**src/rtl/sram_pkg.sv**
```systemverilog
// sram_pkg: shared widths, FSM encoding and pin idle levels for sram_responder.
package sram_pkg;
    localparam int ADDR_W_DEF = 8;
    localparam int DATA_W_DEF = 8;
    typedef enum logic [1:0] {
        IDLE  = 2'd0,
        READ  = 2'd1,
        WRITE = 2'd2
    } state_e;
    localparam logic ACT_HI_OFF = 1'b0;
    localparam logic ACT_LO_OFF = 1'b1;
endpackage

```
**src/rtl/sram_responder_sync_edge.sv**
```systemverilog
// sync_edge: optional two-flop synchronizer (SRAM_RESPONDER_SYNC_EN) plus previous-value register.
// Outputs the synchronized level and its rise/fall relative to the previous cycle.
module sync_edge #(
    parameter int            W       = 1,
    parameter logic [W-1:0]  RST_VAL = '0
) (
    input  logic         clk,
    input  logic         rst_n,
    input  logic [W-1:0] d,
    output logic [W-1:0] lvl,
    output logic [W-1:0] rise,
    output logic [W-1:0] fall
);
    logic [W-1:0] prev_q;
`ifdef SRAM_RESPONDER_SYNC_EN
    logic [W-1:0] s1_q, s2_q;
    always_ff @(posedge clk or negedge rst_n) begin
        if (!rst_n) begin
            s1_q <= RST_VAL;
            s2_q <= RST_VAL;
        end else begin
            s1_q <= d;
            s2_q <= s1_q;
        end
    end
    assign lvl = s2_q;
`else
    assign lvl = d;
`endif
    always_ff @(posedge clk or negedge rst_n) begin
        if (!rst_n) prev_q <= RST_VAL;
        else        prev_q <= lvl;
    end
    assign rise = lvl & ~prev_q;
    assign fall = ~lvl & prev_q;
endmodule

```
**src/rtl/sram_responder.sv**
```systemverilog
// sram_responder: SRAM board model (address counter, data latch, async array) answering the controller's pins.
// Define SRAM_RESPONDER_SYNC_EN to put a two-flop synchronizer on every pin input.
module sram_responder
    import sram_pkg::*;
#(
    parameter int ADDR_W = ADDR_W_DEF,
    parameter int DATA_W = DATA_W_DEF
) (
    input  logic              clock,
    input  logic              n_reset,
    input  logic              count,
    input  logic              latch,
    input  logic              de,
    input  logic              n_de,
    input  logic              n_ce,
    input  logic              n_oe,
    input  logic              n_we,
    input  logic              rst,
    input  logic              n_rst,
    input  logic [DATA_W-1:0] data_in,
    output logic [DATA_W-1:0] data_out,
    output logic              data_oe,
    output logic [ADDR_W-1:0] addr,
    output logic              contention
);
    localparam int NP = 9;
    localparam logic [NP-1:0] PIN_OFF = {ACT_LO_OFF, ACT_HI_OFF, ACT_LO_OFF, ACT_LO_OFF, ACT_LO_OFF,
                                         ACT_LO_OFF, ACT_HI_OFF, ACT_HI_OFF, ACT_HI_OFF};
    logic [NP-1:0] pin, s_lvl, s_rise, s_fall;
    logic [DATA_W-1:0] s_data_in, d_rise, d_fall;
    assign pin = {n_rst, rst, n_we, n_oe, n_ce, n_de, de, latch, count};

    for (genvar i = 0; i < NP; i++) begin : g_pin
        sync_edge #(.W(1), .RST_VAL(PIN_OFF[i])) u_sync (
            .clk(clock), .rst_n(n_reset), .d(pin[i]),
            .lvl(s_lvl[i]), .rise(s_rise[i]), .fall(s_fall[i])
        );
    end

    sync_edge #(.W(DATA_W), .RST_VAL('0)) u_sync_data (
        .clk(clock), .rst_n(n_reset), .d(data_in),
        .lvl(s_data_in), .rise(d_rise), .fall(d_fall)
    );

    logic s_de, s_n_de, s_n_ce, s_n_oe, s_n_we, s_rst, s_n_rst;
    assign {s_n_rst, s_rst, s_n_we, s_n_oe, s_n_ce, s_n_de, s_de} = s_lvl[8:2];

    state_e state_q, state_d;
    logic [ADDR_W-1:0] addr_q, addr_d, waddr_q, waddr_d;
    logic [DATA_W-1:0] hold_q, hold_d, data_out_q, data_out_d;
    logic data_oe_q, data_oe_d, contention_q, contention_d, mem_we, go_write;
    logic [DATA_W-1:0] mem_q [2**ADDR_W];

    assign go_write = !s_n_ce && !s_n_we;

    always_comb begin
        state_d = state_q;
        waddr_d = waddr_q;
        mem_we  = 1'b0;
        case (state_q)
            IDLE: begin
                if (go_write) begin
                    state_d = WRITE;
                    waddr_d = addr_q;
                end else if (!s_n_ce && !s_n_oe) state_d = READ;
            end
            READ: begin
                if (go_write) begin
                    state_d = WRITE;
                    waddr_d = addr_q;
                end else if (s_n_ce || s_n_oe) state_d = IDLE;
            end
            WRITE: begin
                if (s_n_we || s_n_ce) begin
                    mem_we  = 1'b1;
                    state_d = IDLE;
                end
            end
            default: state_d = IDLE;
        endcase
    end

    // Clear beats a coincident count edge.
    always_comb begin
        addr_d       = (s_rst || !s_n_rst) ? '0 : s_rise[0] ? addr_q + 1'b1 : addr_q;
        hold_d       = s_rise[1] ? s_data_in : hold_q;
        data_oe_d    = state_q == READ;
        data_out_d   = state_q == READ ? mem_q[addr_q] : data_out_q;
        contention_d = contention_q | (data_oe_q & (s_de | ~s_n_de));
    end

    always_ff @(posedge clock or negedge n_reset) begin
        if (!n_reset) begin
            state_q      <= IDLE;
            addr_q       <= '0;
            waddr_q      <= '0;
            hold_q       <= '0;
            data_out_q   <= '0;
            data_oe_q    <= 1'b0;
            contention_q <= 1'b0;
        end else begin
            state_q      <= state_d;
            addr_q       <= addr_d;
            waddr_q      <= waddr_d;
            hold_q       <= hold_d;
            data_out_q   <= data_out_d;
            data_oe_q    <= data_oe_d;
            contention_q <= contention_d;
        end
    end

    // State is forced to IDLE during reset, so an interrupted write never commits.
    always_ff @(posedge clock) begin
        if (mem_we) mem_q[waddr_q] <= hold_q;
    end

    assign data_out   = data_out_q;
    assign data_oe    = data_oe_q;
    assign addr       = addr_q;
    assign contention = contention_q;
endmodule

```
**config.mk**
```make
export PLATFORM = sky130hd
export DESIGN_NAME = sram_responder
export DESIGN_NICKNAME = d
export VERILOG_FILES = /design/src/rtl/sram_pkg.sv /design/src/rtl/sram_responder_sync_edge.sv /design/src/rtl/sram_responder.sv
export SDC_FILE = /design/constraint.sdc
export NUM_CORES = 2
export LEC_CHECK = 0
export BUFFER_PORTS_ARGS = -buffer_cell sky130_fd_sc_hd__buf_2
export CAP_MARGIN = 20
export CORE_ASPECT_RATIO = 0.75
export CORE_MARGIN = 3
export CORE_UTILIZATION = 43
export CTS_CLUSTER_SIZE = 28
export DETAILED_ROUTE_END_ITERATION = 8
export PLACE_DENSITY = 0.69
export SLEW_MARGIN = 20
export SYNTH_ARGS = -nofsm -noshare
export SYNTH_HDL_FRONTEND = slang
export SYNTH_HIERARCHICAL = 1
export SYNTH_SLANG_ARGS = --single-unit
```
**constraint.sdc**
```tcl
create_clock -name clock -period 4.3 [get_ports clock]
set_input_delay 0.215 -clock clock [delete_from_list [all_inputs] [get_ports clock]]
set_output_delay 0.215 -clock clock [all_outputs]
set_load 0.01 [all_outputs]
```
# Word level (Yosys, flattened, before mapping)
# Memory sizes are Yosys's and may differ from the RTL's. A register that Yosys moved wholly into a read port is not among the register bits.
# Cells that the tools add are included.
dict set report word_totals {
  reg_bits 30
  ram_bits 2048
  inputBits 19
  out_inout_bits 18
  wordCells 50
  mem_count 1
}
# memory depth word_bits read_ports rd_clocked_by_memory_dff write_ports line
set memory_table {}
lappend memory_table {mem_q 256 8 1 1 1 sram_responder.sv:52} ;# logic [DATA_W-1:0] mem_q [2**ADDR_W];
dict set report op_classes {
  add_sub_neg 1
  eq_ne 5
  mux 12
  n_bitwise 8
  n_reduce_logical 15
}
# operator count
set ops {}
lappend ops {{two-way mux 8 bit} 2}
lappend ops {{two-way mux 2 bit} 5}
lappend ops {{adder 8 x 1 -> 8 bit, second input constant} 1}
lappend ops {{case mux 2 bit (3 select lines)} 1}
lappend ops {{logical NOT 1 bit} 5}
lappend ops {{two-way mux 1 bit} 4}
lappend ops {{bitwise AND 1 bit} 3}
lappend ops {{logical OR 1 bit} 3}
lappend ops {{!= test 3 x 1 -> 1 bit, second input constant} 1}
lappend ops {{!= test 3 bit, second input constant} 1}
lappend ops {{NOT 1 bit} 3}
lappend ops {{AND reduction 3 bit} 1}
lappend ops {{equality test 2 x 1 -> 1 bit, second input constant} 1}
lappend ops {{equality test 2 bit, second input constant} 1}
lappend ops {{logical AND 1 bit} 2}
lappend ops {{logical NOT 2 bit} 1}
lappend ops {{!= test 2 bit, second input constant} 1}
lappend ops {{OR 1 bit} 2}
lappend ops {{AND reduction 2 bit} 1}
lappend ops {{nonzero test 2 bit} 1}
lappend ops {{OR reduction 2 bit} 1}

# Logic depth before layout (Yosys ltp)
dict set report depth {
  depth_word 5
  mapped_depth 14
  depth_no_buf 7
}

# Modules after synthesis
# The synthesis kept the hierarchy.
# mod instances cells_each area_each_um2 seq_area_each_um2
set by_module_without_submodules {}
lappend by_module_without_submodules {sram_responder 1 3779 81037.7 62399.8}
lappend by_module_without_submodules {{sync_edge at u_sync_data} 1 32 400.4 200.2}
lappend by_module_without_submodules {{sync_edge at g_pin[3].u_sync ...} 5 4 48.8 26.3}
lappend by_module_without_submodules {{sync_edge at g_pin[0].u_sync ...} 4 4 47.5 25.0}

# Worst setup path before layout
# OpenSTA, ideal clock, no wires.
dict set report synth_path {
  path_type {flip-flop to flip-flop}
  startpoint {reg hold_q[0]}
  endpoint {mem mem_q[0][0] (netlist name) (data pin)}
  setup_ps 803
  arrival_ps 3181
  t_required_ps 3497
  path_slack_ps 316
  path_stages_with_launch 1
  path_buffers 0
  synth_period_minus_slack_ps 3984
  path_cell_list {dfrtp_1}
}
# element line
set synth_rtl {}
lappend synth_rtl {{start: declaration} sram_responder.sv:50} ;# logic [DATA_W-1:0] hold_q, hold_d, data_out_q, data_out_d;
lappend synth_rtl {{start signal: assignment} sram_responder.sv:105} ;# hold_q <= hold_d;
lappend synth_rtl {{end: declaration} sram_responder.sv:52}
# No word-level cell before the write port.

==> impl_metrics.csv <==
group,metric,value,unit
outcome,status,"completed",
timing,fin_setup_tns,0,ns
floorplanning,chipHeight,382,µm
timing,max_slew_margin,0.232,
cells_and_area,nets,4013,
place,dpl_worst_slack,0.369,ns
worst_setup_path,end_kind,"flip-flop",
place,postPlaceCellArea,85200,µm²
timing,slew_viol_final,0,
timing,hold_viol,0,
global_route,overflow,0,
route,firstDrtPassIters,6,
floorplanning,core,187000,µm²
clock_network,clkLatencyLatePin,0.82,ns
route,ant_nets,0,
timing,setup_violations,0,
yosys,syn_avg_cell_area,21.4,µm²
cells_and_area,nFillCells,14800,
flow_run,drv_cap,0,
timing,finalClockSkew,0.0257,ns
timing,fmax,263,MHz
power_and_ir_drop,powerDensity,450,nW/µm²
cells_and_area,fin_cells,6649,
power_and_ir_drop,irDropWorstVdd,0.469,mV
hold_path,hold_path_class,"in2reg",
route,avgRoutedWirePerCell,29.8,µm
cells_and_area,multi_input_area,17400,µm²
route,drc,0,
cells_and_area,diodes,0,
cells_and_area,seq_area,62500,µm²
global_route,grt_pass1_vias,39400,
timing,min_period,3.80,ns
clock_network,cts_root_buf,"clkbuf_16",
worst_setup_path,critPathArrivalTime,4.45,ns
worst_setup_path,worstPathMaxFanout,17,
global_route,grt_pass1_wl,288000,µm
worst_setup_path,critical_path_class,"reg2reg",
timing,whs,0.0661,ns
clock_network,cts_tree,"yes",
route,drt_iter0_markers,5543,
timing,worst_pin_slew,1.15,ns
power_and_ir_drop,p_leak,27.9,nW
place,gp_congestion,0.854,
cells_and_area,drive_gt1_frac,0.258,
yosys,yosys_warnings,6,
route,routed-via-count,40200,
route,vias_per_cell,6.05,
clock_network,htree_levels,4,
route,finalWirelength,198000,µm
floorplanning,initial_utilization,0.435,
cells_and_area,final_util,0.489,
place,placed_cells,6293,
clock_network,postCtsSetupRepairBufs,0,
clock_network,clockBufferDepth,3,
power_and_ir_drop,total_power,41.1,mW
clock_network,cts_buffers,178,
worst_setup_path,crit_required,4.96,ns
floorplanning,die-area,194000,µm²
yosys,netlist_area,81200,µm²
global_route,grt_max_degree,171,
yosys,synth_cells,3798,
global_route,grtUsageTotal,0.204,
timing,min_period_over_period,0.883,
yosys,synthesis.nets,3818,
clock_network,path_clk_slew,0.07,ns
timing,grt_setup_unrepaired,"false",
floorplanning,io_pins,37,
clock_network,cts.sink_count,2086,
worst_setup_path,start_kind,"flip-flop",
cells_and_area,syn_to_final_growth,12.4,%
global_route,antenna_found_initial,3,
timing,worst_slack,0.502,ns
place,hpwl,122000,µm
cells_and_area,finish.instance_area,91300,µm²
floorplanning,row_count,137,
place,io_buffers,36,
floorplanning,die-width,508,µm
report_power, final:
| part | total (mW) | leakage, nW | switching, mW | internal (mW) |
|---|---|---|---|---|
| logic | 1.47 | 6.10 | 1.10 | 0.369 |
| clock network | 16.4 | 2.88 | 7.41 | 9.02 |
| registers | 23.2 | 18.9 | 0.171 | 23.0 |
| total | 41.1 | 27.9 | 8.68 | 32.4 |
final timing paths:
| check | from | to | slack [ns] | cells after the start |
|---|---|---|---|---|
| worst min-delay path | latch | g_pin[1].u_sync/prev_q | 0.07 | 2 |
| worst max-delay path | addr[0] | data_out[2] | 0.50 | 10 |
| worst min register to register | contention | contention | 0.48 | 1 |
| worst max register to register | addr[0] | data_out[2] | 0.50 | 10 |
| min in group asynchronous | n_reset | hold_q[5] | 0.57 | 4 |
| max in group asynchronous | n_reset | addr[1] | 3.12 | 4 |
per-layer routing:
metal / share of wire / track usage / wire, µm / vias to the layer above
li1: - / - / - / 16200
met4: 0.025 / 0.0534 / 4950 / 0
met5: 0 / 0 / 0 / -
met1: 0.42 / 0.309 / 82500 / 21400
met2: 0.44 / 0.290 / 87300 / 2340
met3: 0.12 / 0.0573 / 23700 / 297
critical path: stages, from the launching register on:
cell and delay [ns]:
dfrtp_4 0.49, buf_12 0.19, buf_4 0.36, buf_4 0.30
mux4_2 0.52, mux4_2 0.53, nor2_1 0.26, a211oi_1 0.12
nor4_1 0.53, buf_4 0.24, o41ai_1 0.07
layout make-up:
class / instances / area share
clock buffer: 219 / 0.0512
clock inverter: 115 / 0.0135
tap: 2502 / 0.0343
sequential: 2086 / 0.685
inverter: 6 / 0.000329
multi-input combinational: 1462 / 0.191
timing repair buffer: 259 / 0.0252
placed cells by master, fill, tap and decap left out, types with 5 or more instances in the layout:
| master | instances |
|---|---|
| edfxtp_1 | 2048 |
| mux4_2 | 511 |
| nor2_1 | 299 |
| mux2i_1 | 190 |
| clkbuf_16 | 178 |
| buf_4 | 170 |
| nand2_1 | 100 |
| a21oi_1 | 54 |
| o22ai_1 | 40 |
| clkinv_2 | 38 |
| buf_2 | 36 |
| clkbuf_1 | 34 |
| clkinv_1 | 32 |
| buf_12 | 31 |
| o21ai_0 | 30 |
| dfrtp_1 | 24 |
| nand3_1 | 23 |
| dlygate4sd3_1 | 22 |
| mux2_2 | 20 |
| bufinv_16 | 20 |
| nor2b_1 | 19 |
| o211ai_1 | 17 |
| a221oi_1 | 14 |
| a211oi_1 | 14 |
| o221ai_1 | 14 |
| nor3_1 | 14 |
| dfrtp_4 | 13 |
| nor4_1 | 10 |
| nand3_2 | 9 |
| nand4_1 | 8 |
| clkinvlp_4 | 8 |
| a2111oi_0 | 7 |
| a22oi_1 | 7 |
| inv_6 | 7 |
| clkbuf_8 | 7 |
| inv_1 | 5 |
| o31ai_1 | 5 |
flip-flops by register name (all words and copies together), names as in the netlist:
signal	cells
addr	8
contention	1
data_oe	1
data_out	8
g_pin.u_sync/prev_q	2
hold_q	8
mem_q	2048
state_q	2
waddr_q	8
what timing repair did:
item,CTS,global route
hold buffers,22,0
hold endpoints to repair,66,0
resized for setup,0,1
endpoints found under the setup margin,0,1
Note: power is estimated with default switching activity, not from simulation.
